**src/rtl/motor_pkg.sv**
```systemverilog
// Shared definitions for the motor pin owner: mode codes, mux states and the
// idle pad drive of each protocol.
package motor_pkg;

    localparam logic [1:0] MODE_DSHOT  = 2'b00;
    localparam logic [1:0] MODE_SERIAL = 2'b01;
    localparam logic [1:0] MODE_OFF    = 2'b10;

    typedef enum logic [1:0] {
        ST_ACTIVE = 2'd0,
        ST_DRAIN  = 2'd1,
        ST_GUARD  = 2'd2
    } mux_state_e;

    typedef struct packed {
        logic out;
        logic oe;
    } pad_drive_t;

    // Level a protocol expects on an idle line; 10 and 11 both mean released.
    function automatic pad_drive_t idle_drive(input logic [1:0] mode);
        pad_drive_t d;
        d.out = 1'b0;
        d.oe  = 1'b0;
        if (mode == MODE_DSHOT) begin
            d.oe = 1'b1;
        end else if (mode == MODE_SERIAL) begin
            d.out = 1'b1;
        end
        return d;
    endfunction

endpackage

```
**src/rtl/motor_pin_mux_sync_2ff.sv**
```systemverilog
// Two-flop synchroniser for an asynchronous input, with a selectable reset level.
module sync_2ff #(
    parameter logic RST_VAL = 1'b0
) (
    input  logic i_clk,
    input  logic i_rst_n,
    input  logic i_d,
    output logic o_q
);

    logic meta;

    always_ff @(posedge i_clk or negedge i_rst_n) begin
        if (!i_rst_n) begin
            meta <= RST_VAL;
            o_q  <= RST_VAL;
        end else begin
            meta <= i_d;
            o_q  <= meta;
        end
    end

endmodule

```
**src/rtl/motor_pin_mux.sv**
```systemverilog
// Hands one bidirectional motor pin between the DSHOT and serial engines, letting
// the outgoing engine finish and holding the incoming idle level before enabling.
module motor_pin_mux
    import motor_pkg::*;
#(
    parameter int GUARD_CYCLES  = 1024,
    parameter int DRAIN_TIMEOUT = 4096
) (
    input  logic       i_clk,
    input  logic       i_rst_n,
    input  logic [1:0] i_mode,
    input  logic       i_dshot_out,
    input  logic       i_dshot_busy,
    input  logic       i_ser_tx,
    input  logic       i_ser_oe,
    input  logic       i_ser_busy,
    input  logic       i_pin_in,
    output logic       o_pin_out,
    output logic       o_pin_oe,
    output logic       o_ser_rx,
    output logic       o_dshot_en,
    output logic       o_ser_en,
    output logic [1:0] o_active_mode,
    output logic       o_switching
);

    localparam int CNT_MAX = (GUARD_CYCLES > DRAIN_TIMEOUT) ? GUARD_CYCLES : DRAIN_TIMEOUT;
    localparam int CNT_W   = (CNT_MAX > 1) ? $clog2(CNT_MAX) : 1;
    localparam logic [CNT_W-1:0] GUARD_LAST = CNT_W'(GUARD_CYCLES - 1);
    localparam logic [CNT_W-1:0] DRAIN_LAST = CNT_W'(DRAIN_TIMEOUT - 1);
    localparam logic [CNT_W-1:0] CNT_ONE    = CNT_W'(1);

    mux_state_e       state_q, state_d;
    logic [1:0]       active_q, active_d;
    logic [1:0]       target_q, target_d;
    logic [CNT_W-1:0] cnt_q, cnt_d;
    logic             out_busy;
    pad_drive_t       pad_d, pad_q;
    logic             dshot_en_q, ser_en_q, switching_q;
    logic             rx_sync;

    sync_2ff #(.RST_VAL(1'b1)) u_rx_sync (
        .i_clk   (i_clk),
        .i_rst_n (i_rst_n),
        .i_d     (i_pin_in),
        .o_q     (rx_sync)
    );

    always_comb begin
        state_d  = state_q;
        active_d = active_q;
        target_d = target_q;
        cnt_d    = cnt_q;
        // An OFF owner has no engine, so it never holds the pin in DRAIN.
        if (active_q == MODE_DSHOT) begin
            out_busy = i_dshot_busy;
        end else if (active_q == MODE_SERIAL) begin
            out_busy = i_ser_busy;
        end else begin
            out_busy = 1'b0;
        end
        case (state_q)
            ST_ACTIVE: begin
                if (i_mode != active_q) begin
                    target_d = i_mode;
                    cnt_d    = '0;
                    state_d  = ST_DRAIN;
                end
            end
            ST_DRAIN: begin
                target_d = i_mode;
                if (!out_busy || cnt_q == DRAIN_LAST) begin
                    cnt_d   = '0;
                    state_d = ST_GUARD;
                end else begin
                    cnt_d = cnt_q + CNT_ONE;
                end
            end
            ST_GUARD: begin
                // A new request mid-guard restarts the full idle interval.
                if (i_mode != target_q) begin
                    target_d = i_mode;
                    cnt_d    = '0;
                end else if (cnt_q == GUARD_LAST) begin
                    active_d = target_q;
                    state_d  = ST_ACTIVE;
                end else begin
                    cnt_d = cnt_q + CNT_ONE;
                end
            end
            default: begin
                cnt_d   = '0;
                state_d = ST_GUARD;
            end
        endcase
    end

    // DRAIN keeps the outgoing engine on the pad so it can finish its frame.
    always_comb begin
        pad_d.out = 1'b0;
        pad_d.oe  = 1'b0;
        if (state_q == ST_GUARD) begin
            pad_d = idle_drive(target_q);
        end else if (active_q == MODE_DSHOT) begin
            pad_d.out = i_dshot_out;
            pad_d.oe  = 1'b1;
        end else if (active_q == MODE_SERIAL) begin
            pad_d.out = i_ser_tx;
            pad_d.oe  = i_ser_oe;
        end
    end

    always_ff @(posedge i_clk or negedge i_rst_n) begin
        if (!i_rst_n) begin
            state_q     <= ST_GUARD;
            active_q    <= MODE_DSHOT;
            target_q    <= MODE_DSHOT;
            cnt_q       <= '0;
            pad_q.out   <= 1'b0;
            pad_q.oe    <= 1'b1;
            dshot_en_q  <= 1'b0;
            ser_en_q    <= 1'b0;
            switching_q <= 1'b1;
        end else begin
            state_q     <= state_d;
            active_q    <= active_d;
            target_q    <= target_d;
            cnt_q       <= cnt_d;
            pad_q       <= pad_d;
            dshot_en_q  <= (state_d == ST_ACTIVE) && (active_d == MODE_DSHOT);
            ser_en_q    <= (state_d == ST_ACTIVE) && (active_d == MODE_SERIAL);
            switching_q <= (state_d != ST_ACTIVE);
        end
    end

    assign o_pin_out     = pad_q.out;
    assign o_pin_oe      = pad_q.oe;
    assign o_dshot_en    = dshot_en_q;
    assign o_ser_en      = ser_en_q;
    assign o_active_mode = active_q;
    assign o_switching   = switching_q;
    assign o_ser_rx      = (state_q != ST_GUARD && active_q == MODE_SERIAL) ? rx_sync : 1'b1;

endmodule

```
**config.mk**
```make
export PLATFORM = sky130hd
export DESIGN_NAME = motor_pin_mux
export DESIGN_NICKNAME = d
export VERILOG_FILES = /design/src/rtl/motor_pkg.sv /design/src/rtl/motor_pin_mux_sync_2ff.sv /design/src/rtl/motor_pin_mux.sv
export SDC_FILE = /design/constraint.sdc
export NUM_CORES = 1
export LEC_CHECK = 0
export BUFFER_PORTS_ARGS = -buffer_cell sky130_fd_sc_hd__buf_2
export CAP_MARGIN = 20
export CORE_AREA = 2 2 56 58
export CTS_CLUSTER_SIZE = 24
export DETAILED_ROUTE_END_ITERATION = 8
export DIE_AREA = 0 0 58 60
export GPL_ROUTABILITY_DRIVEN = 0
export MAX_ROUTING_LAYER = met4
export PLACE_DENSITY = 0.74
export SYNTH_ARGS = -nofsm -noshare
export SYNTH_HDL_FRONTEND = slang
export SYNTH_HIERARCHICAL = 1
export SYNTH_SLANG_ARGS = --single-unit
```
**constraint.sdc**
```tcl
create_clock -name i_clk -period 3 [get_ports i_clk]
set_input_delay 0.6 -clock i_clk [delete_from_list [all_inputs] [get_ports i_clk]]
set_output_delay 0.6 -clock i_clk [all_outputs]
set_load 0.05 [all_outputs]
```
* Word-level counts from Yosys, hierarchy flattened
Index checks and enable logic that the tools add are counted.
W data, S select, Z words.
** Word-level totals
- Flip-flop bits (word level) :: 25
- Bits in latches :: 0
- Bits in writable memories :: 0
- Memory bits (read-only) :: 0
- Output and inout bits :: 8
- Logic and storage cells :: 64
- Memories :: 0
** Operators by class
- $add $sub $neg :: 1
- $mul :: 0
- Divide/modulo/power cells :: 0
- Magnitude comparators :: 0
- Equal/unequal tests :: 13
- Shifts and indexed selects :: 0
- Muxes and demuxes :: 25
- Bitwise operators :: 0
- Reduce and logical (&&, ||, !) cells :: 14
** Operators by type and width (count)
- $mux W12 :: 4
- $pmux W12 S3 :: 1
- $mux W2 :: 12
- $add A12 B1 Y12 const B :: 1
- $eq A12 B10 Y1 const B :: 1
- $eq A12 B12 Y1 const B :: 1
- $pmux W2 S3 :: 2
- $logic_not A2 Y1 :: 5
- $eq A2 B1 Y1 const B :: 4
- $mux W1 :: 6
- $ne A2 B2 Y1 const B :: 3
- $ne A2 B2 Y1 :: 2
- $logic_and A1 B1 Y1 :: 3
- $ne A3 B3 Y1 const B :: 1
- $reduce_and A3 Y1 :: 1
- $reduce_bool A3 Y1 :: 1
- $eq A2 B2 Y1 const B :: 1
- $reduce_and A2 Y1 :: 1
- $reduce_bool A2 Y1 :: 1
- $logic_not A1 Y1 :: 1
- $logic_or A1 B1 Y1 :: 1

* Depth between registers and ports, before layout
Gate-level depths: netlist (run 1).
- Depth in word-level cells :: 9
- Gate-level depth with buffers :: 8
- Gate-level depth less buffers :: 6

* Hierarchy
Netlist (run 1), hierarchy kept.
** By module, submodules not included
- motor_pin_mux :: times used 1, cells each 140, area an instance 1346.3 um^2, seq. area each 579.3 um^2
- sync_2ff :: times used 1, cells each 2, area an instance 52.6 um^2, seq. area each 52.6 um^2

* Worst setup path after synthesis (run 1)
OpenSTA, ideal clock, no wires.
- Path type :: reg-to-output
- From :: reg active_q[0], in the netlist o_active_mode[0]
- To :: out o_ser_rx
- Arrival time :: 1.323 ns
- Path slack :: 1.077 ns
- Cell stages (with the launch flop) :: 4
- Path buffers :: 1
- Cells stage by stage :: dfrtp_1 > buf_2 > nor2b_1 > nand2_1
** Between the ends
- Longest elaborated chain between the ends :: 3
** Ends and longest elaborated chain
- start: declaration :: line motor_pin_mux.sv:34 : logic [1:0] active_q, active_d;
- start signal: assignment :: line motor_pin_mux.sv:126 : active_q <= active_d;
- $eq A2 B1 Y1 :: line motor_pin_mux.sv:142 : assign o_ser_rx = (state_q != ST_GUARD && active_q == MODE_SERIAL) ? rx_sync : 1'b1;
- $logic_and A1 B1 Y1 :: line motor_pin_mux.sv:142
- $mux W1 :: line motor_pin_mux.sv:142
- end: declaration :: line motor_pin_mux.sv:20 : output logic o_ser_rx,
No other way between the ends.

* Worst setup path in the final report (run 1)
- From :: reg cnt_q[0]
- To :: reg cnt_q[8]
** Between the ends
- Longest elaborated chain between the ends :: 4
** Ends and longest elaborated chain
- start: declaration :: line motor_pin_mux.sv:36 : logic [CNT_W-1:0] cnt_q, cnt_d;
- start signal: assignment :: line motor_pin_mux.sv:128 : cnt_q <= cnt_d;
- $add A12 B1 Y12 / $eq A12 B12 Y1 (equally long branches) :: line motor_pin_mux.sv:76, motor_pin_mux.sv:88, motor_pin_mux.sv:72
- $mux W12 / $logic_or A1 B1 Y1 (equally long branches) :: line motor_pin_mux.sv:84, motor_pin_mux.sv:72
- $mux W12, on equally long branches :: line motor_pin_mux.sv:81, motor_pin_mux.sv:72
- $pmux W12 S3 :: line motor_pin_mux.sv:62 : case (state_q)
Several ways; a longest one is shown, not always the timed one. The select of a mux whose other input is x is not followed.
A chain may end at the register's enable or synchronous reset.

==> results of run 1 <==
==> layout make-up <==
| cell class | instances | area share, % |
|---|---|---|
| Clock buffer | 3 | 1.48 |
| Clock inverter | 1 | 0.329 |
| Inverter | 5 | 1.24 |
| Multi-Input combinational cell | 104 | 46.5 |
| Sequential cell | 25 | 41.6 |
| Tap cell | 33 | 2.72 |
| Timing Repair Buffer | 18 | 6.10 |
==> cell families after synthesis <==
| logic type | count (synthesis) |
|---|---|
| fa+ha+maj | 5 |
| xor+xnor | 4 |
| flops | 25 |
| buf+inv | 13 |
| compound gates | 27 |
| mux | 7 |
| simple gates | 61 |
==> registers in the layout, summed over array words and instances, names as in the netlist <==
name,count
cnt_q,12
o_active_mode,2
o_dshot_en,1
o_pin_oe,1
o_pin_out,1
o_ser_en,1
o_switching,1
state_q,2
target_q,2
u_rx_sync/meta,1
u_rx_sync/o_q,1
==> stage by stage <==
step / std cells / cell area (um^2) / hold WS, ns / utilization (%) / power [mW]
final: 189 / 1520 / 0.241 / 52.3 / 0.955
after detailed placement: 185 / 1490 / 0.349 / 51.4 / 0.808
after floorplan: 142 / 1400 / 0.304 / - / 0.727
after global routing: 189 / 1520 / 0.274 / 52.3 / 1.02
after CTS: 189 / 1520 / 0.258 / 52.3 / 0.958
after global placement: 185 / 1490 / 0.346 / 51.4 / 0.798
==> Yosys cell counts, types with 2 or more instances <==
cell       n  area, um^2
dfstp_2    5         131
and4_1     3        26.3
nand4_1    2        12.5
nor2_1     7        26.3
and3_1     2        12.5
dfrtp_1   20         500
nor2b_1    3        18.8
mux2i_1    3        30.0
ha_1       5        62.6
buf_2      6        30.0
nand2_1   20        75.1
o21ai_0    4        20.0
or3_1      2        12.5
nand3_1   15        75.1
o311ai_1   8        70.1
o31ai_1    3        22.5
a21o_1     2        15.0
mux2_2     4        45.0
xnor2_1    4        35.0
inv_1      5        18.8
and2_1     2        12.5
==> cells in the final DEF, fill, tap and decap left out, types with 3 or more instances in the layout <==
master,Yosys,routed
and4_1,3,3
buf_2,6,17
clkbuf_4,0,3
dfrtp_1,20,20
dfstp_2,5,5
ha_1,5,5
inv_1,5,5
mux2_2,4,4
mux2i_1,3,3
nand2_1,20,20
nand3_1,15,15
nor2_1,7,7
nor2b_1,3,3
o21ai_0,4,4
o311ai_1,8,8
o31ai_1,3,3
xnor2_1,4,4
==> power by group <==
part           total [mW]  switching [mW]  internal (mW)  leakage [nW]
clock               0.151           0.101         0.0499        0.0177
sequential          0.429          0.0319          0.397         0.321
combinational       0.375           0.247          0.128         0.323
total               0.955           0.379          0.575         0.662
==> layer usage <==
metal	share of wire, %	global-route usage, %	vias up
li1	-	-	555
met1	48	25.2	551
met2	46	28.9	30
met3	3.7	2.60	10
met4	2.1	4.98	0
met5	0	-	-
==> path summary, 6_finish.rpt <==
kind / to
hold / removal: state_q[0]
setup reg to reg: cnt_q[8]
setup / recovery: cnt_q[8]
max in group asynchronous: u_rx_sync/meta
min in group i_clk: u_rx_sync/meta
hold reg to reg: u_rx_sync/o_q
==> critical path: cells and delay by family (launching register included) <==
family | cells | cell delay, ns
AND/OR/NAND/NOR | 3 | 0.81
adder cells (fa/ha/maj) | 1 | 0.24
AO/OA/AOI/OAI | 2 | 0.84
flip-flops | 1 | 0.44
==> impl_metrics.json, run 1 <==
{
  "cap_violations": 0,
  "synthArstFlopShare_pct": 100,
  "yosys.area_share.xor_xnor_pct": 2.50,
  "cts_tree": "done",
  "postCtsHoldBufs": 0,
  "h-tree-depth": 1,
  "fp.dieH_um": 60,
  "critPathCaptureType": "flop",
  "rsz0062_at_grt": "false",
  "die_w_um": 58,
  "cts_root_buf": "clkbuf_4",
  "crit_arrival_ns": 2.63,
  "leakage_nw": 0.662,
  "start_kind": "flop",
  "diodes": 0,
  "status": "finished, final reports clean",
  "setup_slack_ns": 0.584,
  "final_nets": 172,
  "relSlewSlack_pct": 64.4,
  "ys_types": 38,
  "critPathSlowestCell": "a41o_1",
  "io_pins": 18,
  "seq_area_frac_synth_pct": 45.2,
  "pre_cts_ws_ns": 0.669,
  "setup_viol": 0,
  "setup-tns-final_ns": 0,
  "clkLatencyLatePin_ns": 0.32,
  "route.detailed.drc": 0,
  "grt_pass1_vias": 1061,
  "fmax_ghz": 0.414,
  "track_usage_pct": 18.4,
  "slew_viol_final": 0,
  "reg2regPathDepth": 6,
  "slowest_delay_ns": 0.45,
  "ys.warnings.count": 6,
  "initial_core_util_pct": 48.2,
  "critPathMaxFanout": 11,
  "port_buffers": 17,
  "path_cells": "ha_1 > and4_1 > nand4_1 > a41o_1 > nand2b_1 > o311ai_1",
  "clockBufferDepth": 2,
  "ys.flop_type": "dfrtp_1",
  "fillers": 270,
  "routedWlPerCell_um": 14.6,
  "synthMuxAreaShare_pct": 5.37,
  "drive_gt1_share_pct": 21.2,
  "period_share_pct": 80.5,
  "synth_compound_area_share_pct": 15.5,
  "fin_crit_ns": 2.42,
  "dr.pass1.iters": 5,
  "routed_wl_mm": 2.76,
  "multi_input_area_um2": 707,
  "worstReg2RegStart": "cnt_q[0]",
  "crit_path_start": "cnt_q[0]",
  "place_hpwl_mm": 1.99,
  "cts.sinks": 25,
  "ant_nets": 0,
  "antenna_found_initial": 0,
  "clk_pin_slew_ns": 0.14,
  "core_mm2": 0.00290,
  "cts_setup_buffers": 0,
  "routed-via-count": 1146,
  "finalHoldViolCount": 0,
  "fin_worst_skew_ns": 0.00446,
  "cts-resized-gates": 0,
  "post_synth_inst_count": 142,
  "syn_area_per_cell_um2": 9.85,
  "seqCellArea_um2": 632,
  "worstMarginPinSlew_ns": 0.534,
  "vdd_ir_drop_max_mv": 0.426,
  "hold_class": "input port to asynchronous set/reset pin",
  "die_area_mm2": 0.00348,
  "grt.overflow.total": 0,
  "rows": 20,
  "synth-adder-area-share_pct": 4.47,
  "worstSetupPathType": "flop to flop",
  "viasPerCell": 6.06,
  "grt_pass1_wl_mm": 4.76,
  "synth_top_family_by_area": "simple AND/OR/NAND/NOR gates",
  "power_density_mw_per_mm2": 628,
  "drt-initial-drc-count": 26,
  "synthesis.area_mm2": 0.00140,
  "syn_to_final_growth_pct": 8.59,
  "yosys.area_share.simple_pct": 22.7,
  "synth_edf_count": 0,
  "grt_max_degree": 26,
  "worstPathRequired_ns": 3.22,
  "synth-seq-cells": 25,
  "syn-num-nets": 157,
  "numCtsBuffers": 3,
  "reg2reg_slack_ns": 0.58
}
(Power assumes the default switching activity.)
==> run 2, diff against run 1 <==
ABC_AREA = 1   (was default)
CORE_AREA = 2 2 59 61   (was 2 2 56 58)
DIE_AREA = 0 0 61 63   (was 0 0 58 60)
PLACE_DENSITY = 0.76   (was 0.74)
clock period = 2.1 ns   (was 3 ns; I/O delays follow)
==> run 2 against run 1 <==
Effect of this change:
- register-to-register slack got worse by 0.21 ns
- wire length increased by 6.2%
- clock skew decreased by 0.0013 ns
==> impl_metrics.json, run 2 <==
{
  "largest_register_ff_count": 12,
  "ant_nets": 0,
  "slowest_delay_ns": 0.39,
  "power_density_mw_per_mm2": 642,
  "path_buf_inv": 2,
  "fillers": 330,
  "ys.warnings.count": 6,
  "slew_viol_final": 0,
  "rsz0062_at_grt": "false",
  "critPathCaptureType": "output pin",
  "drive_gt1_share_pct": 21.6,
  "crit_end": "o_ser_rx",
  "critPathSlowestCell": "dfrtp_1",
  "routedWlPerCell_um": 10.7,
  "grt_pass1_vias": 1248,
  "synth_top_area_cell": "dfrtp_1",
  "routed-via-count": 1304,
  "internal-power_mw": 0.707,
  "grt_max_degree": 26,
  "mostFrequentLayoutCells": "nand2_1, inv_1, dfrtp_1",
  "core_mm2": 0.00323,
  "critPathMaxFanout": 3,
  "crit_arrival_ns": 1.55,
  "worst-path-stages": 4,
  "vdd_ir_drop_max_mv": 0.368,
  "start_kind": "flop",
  "cts_tree": "done",
  "setup-tns-final_ns": 0,
  "ys_top_cells_by_count": "nand2_1, inv_1, dfrtp_1, nand3_1, nor2_1",
  "route.detailed.drc": 0,
  "worstReg2RegStart": "cnt_q[1]",
  "synth_top_cell_area_share_pct": 32.1,
  "syn-num-nets": 220,
  "rr_endpoint": "cnt_q[5]",
  "io_pins": 18,
  "diodes": 0,
  "status": "finished, final reports clean",
  "multi_input_area_um2": 762,
  "viasPerCell": 4.78,
  "cts_root_buf": "clkbuf_4",
  "seqCellArea_um2": 632,
  "synthArstFlopShare_pct": 100,
  "relSlewSlack_pct": 63.7,
  "fmax_ghz": 0.507,
  "combPwrFrac_pct": 28.9,
  "drt-initial-drc-count": 47,
  "synth_area_leaders": "dfrtp_1, nand2_1, dfstp_2",
  "grt.overflow.total": 0,
  "worstMarginPinSlew_ns": 0.545,
  "syn_area_per_cell_um2": 7.60,
  "clk_pin_slew_ns": 0.13,
  "switching_share_pct": 36.5,
  "clockBufferDepth": 2,
  "antenna_found_initial": 0,
  "fp.dieH_um": 63,
  "die_area_mm2": 0.00384,
  "initial_core_util_pct": 48.2,
  "syn_to_final_growth_pct": 11.2,
  "synth_edf_count": 0,
  "rows": 21,
  "crit_family": "flip-flops",
  "power_frac_seq_pct": 51.7,
  "reg2regPathDepth": 11,
  "p_clk_share_pct": 19.4,
  "numCtsBuffers": 3,
  "reg2reg_slack_ns": 0.37,
  "seq_area_frac_synth_pct": 40.5,
  "hold_class": "input port to asynchronous set/reset pin",
  "place_hpwl_mm": 2.32,
  "track_usage_pct": 17.9,
  "leakage_nw": 0.899,
  "port_buffers": 17,
  "finalHoldViolCount": 0,
  "ys_types": 31,
  "fin_worst_skew_ns": 0.00314,
  "cap_violations": 0,
  "layout_commonest_cell": "nand2_1",
  "ys.flop_type": "dfrtp_1",
  "die_w_um": 61,
  "path_cells": "inv_1 > ha_1 > or3_1 > buf_2",
  "yosysMostFrequentCell": "nand2_1",
  "grt_pass1_wl_mm": 5.20,
  "finish.utilization_pct": 53.7,
  "final_nets": 243,
  "largest-register": "cnt_q",
  "worstPathRequired_ns": 1.68,
  "cts.sinks": 25,
  "h-tree-depth": 1,
  "dr.pass1.iters": 4,
  "fin_crit_ns": 1.97,
  "crit_path_start": "state_q[0]",
  "power_switching_mw": 0.406,
  "post_synth_inst_count": 205,
  "setup_viol": 0,
  "clkLatencyLatePin_ns": 0.31,
  "worstSetupPathType": "flop to output pin",
  "synthesis.area_mm2": 0.00156,
  "period_share_pct": 93.9,
  "synth-seq-cells": 25,
  "routed_wl_mm": 2.93
}
## run 2: cell types whose count changed in the layout (fill, tap and decap cells not counted), moves of 7 or more
cell      change
o311ai_1      -8
nor2_1        +7
nand2_1      +37
inv_1        +29
## run 2: worst reg2reg max path, cell delays in order (launching register included)
cell and delay [ns]:
dfrtp_1 0.40, ha_1 0.19, inv_2 0.06, nor2_4 0.18, nand2_4 0.10, nor2_8 0.11
nand3_4 0.12, nand2_4 0.13, inv_4 0.10, nand2_2 0.12, inv_2 0.06, nor2_1 0.11
## run 2: metrics by stage
stage          hold WS [ns]  setup WS, ns  power (mW)  area [um^2]  cells
6_report             0.0660         0.128        1.11         1730    273
5_1_grt              0.0784        0.0130        1.20         1730    273
4_1_cts              0.0755        0.0830        1.13         1720    271
3_5_place_dp          0.349         0.401       0.910         1690    267
3_3_place_gp          0.345         0.475       0.902         1690    267
2_1_floorplan         0.124         0.322       0.829         1560    205
## run 2: per-layer routing
layer	vias up	part of all wire (%)	global-route usage (%)
li1	682	-	-
met1	589	47	22.8
met2	25	48	29.0
met3	8	3.5	2.69
met4	0	1.9	5.16
met5	-	0	-
## run 2: kinds of logic after synthesis
group / count (synthesis) / synth area share (%)
xor gates and xnor gates: 5 / 2.81
DFF: 25 / 40.5
adders and majority gates: 5 / 4.01
AOI/OAI and AO/OA: 15 / 5.86
buffers and inverters: 41 / 10.6
and+or+nand+nor: 114 / 36.2
## run 2: worst min-delay path by stage
stage                              start                to  slack [ns]  depth (start not counted)
after floorplan                  i_rst_n          cnt_q[0]        0.12                          0
after global placement    u_rx_sync/meta     u_rx_sync/o_q        0.35                          0
after detailed placement  u_rx_sync/meta     u_rx_sync/o_q        0.35                          0
after CTS                        i_rst_n  o_active_mode[0]        0.08                          1
after global routing             i_rst_n  o_active_mode[0]        0.08                          1
final                            i_rst_n       target_q[1]        0.07                          1
## run 2: power by group through the flow
stage,clock network (mW),registers (mW),logic [mW]
5_1_grt,0.254,0.587,0.363
2_1_floorplan,0,0.643,0.187
4_1_cts,0.225,0.578,0.325
3_3_place_gp,0,0.584,0.317
6_report,0.216,0.576,0.322
3_5_place_dp,0,0.587,0.323
## run 2: layout make-up
| cell class | instances | area share, % |
|---|---|---|
| sequential | 25 | 36.4 |
| timing repair buffer | 20 | 6.20 |
| inverter | 39 | 8.59 |
| clock buffer | 4 | 1.52 |
| tap | 46 | 3.32 |
| multi-input combinational | 139 | 43.9 |
## run 2: timing repair
action	in CTS	in global routing
gates resized for setup	0	0
hold buffers	0	0
buffers inserted	0	2
endpoints found under the setup margin	0	1
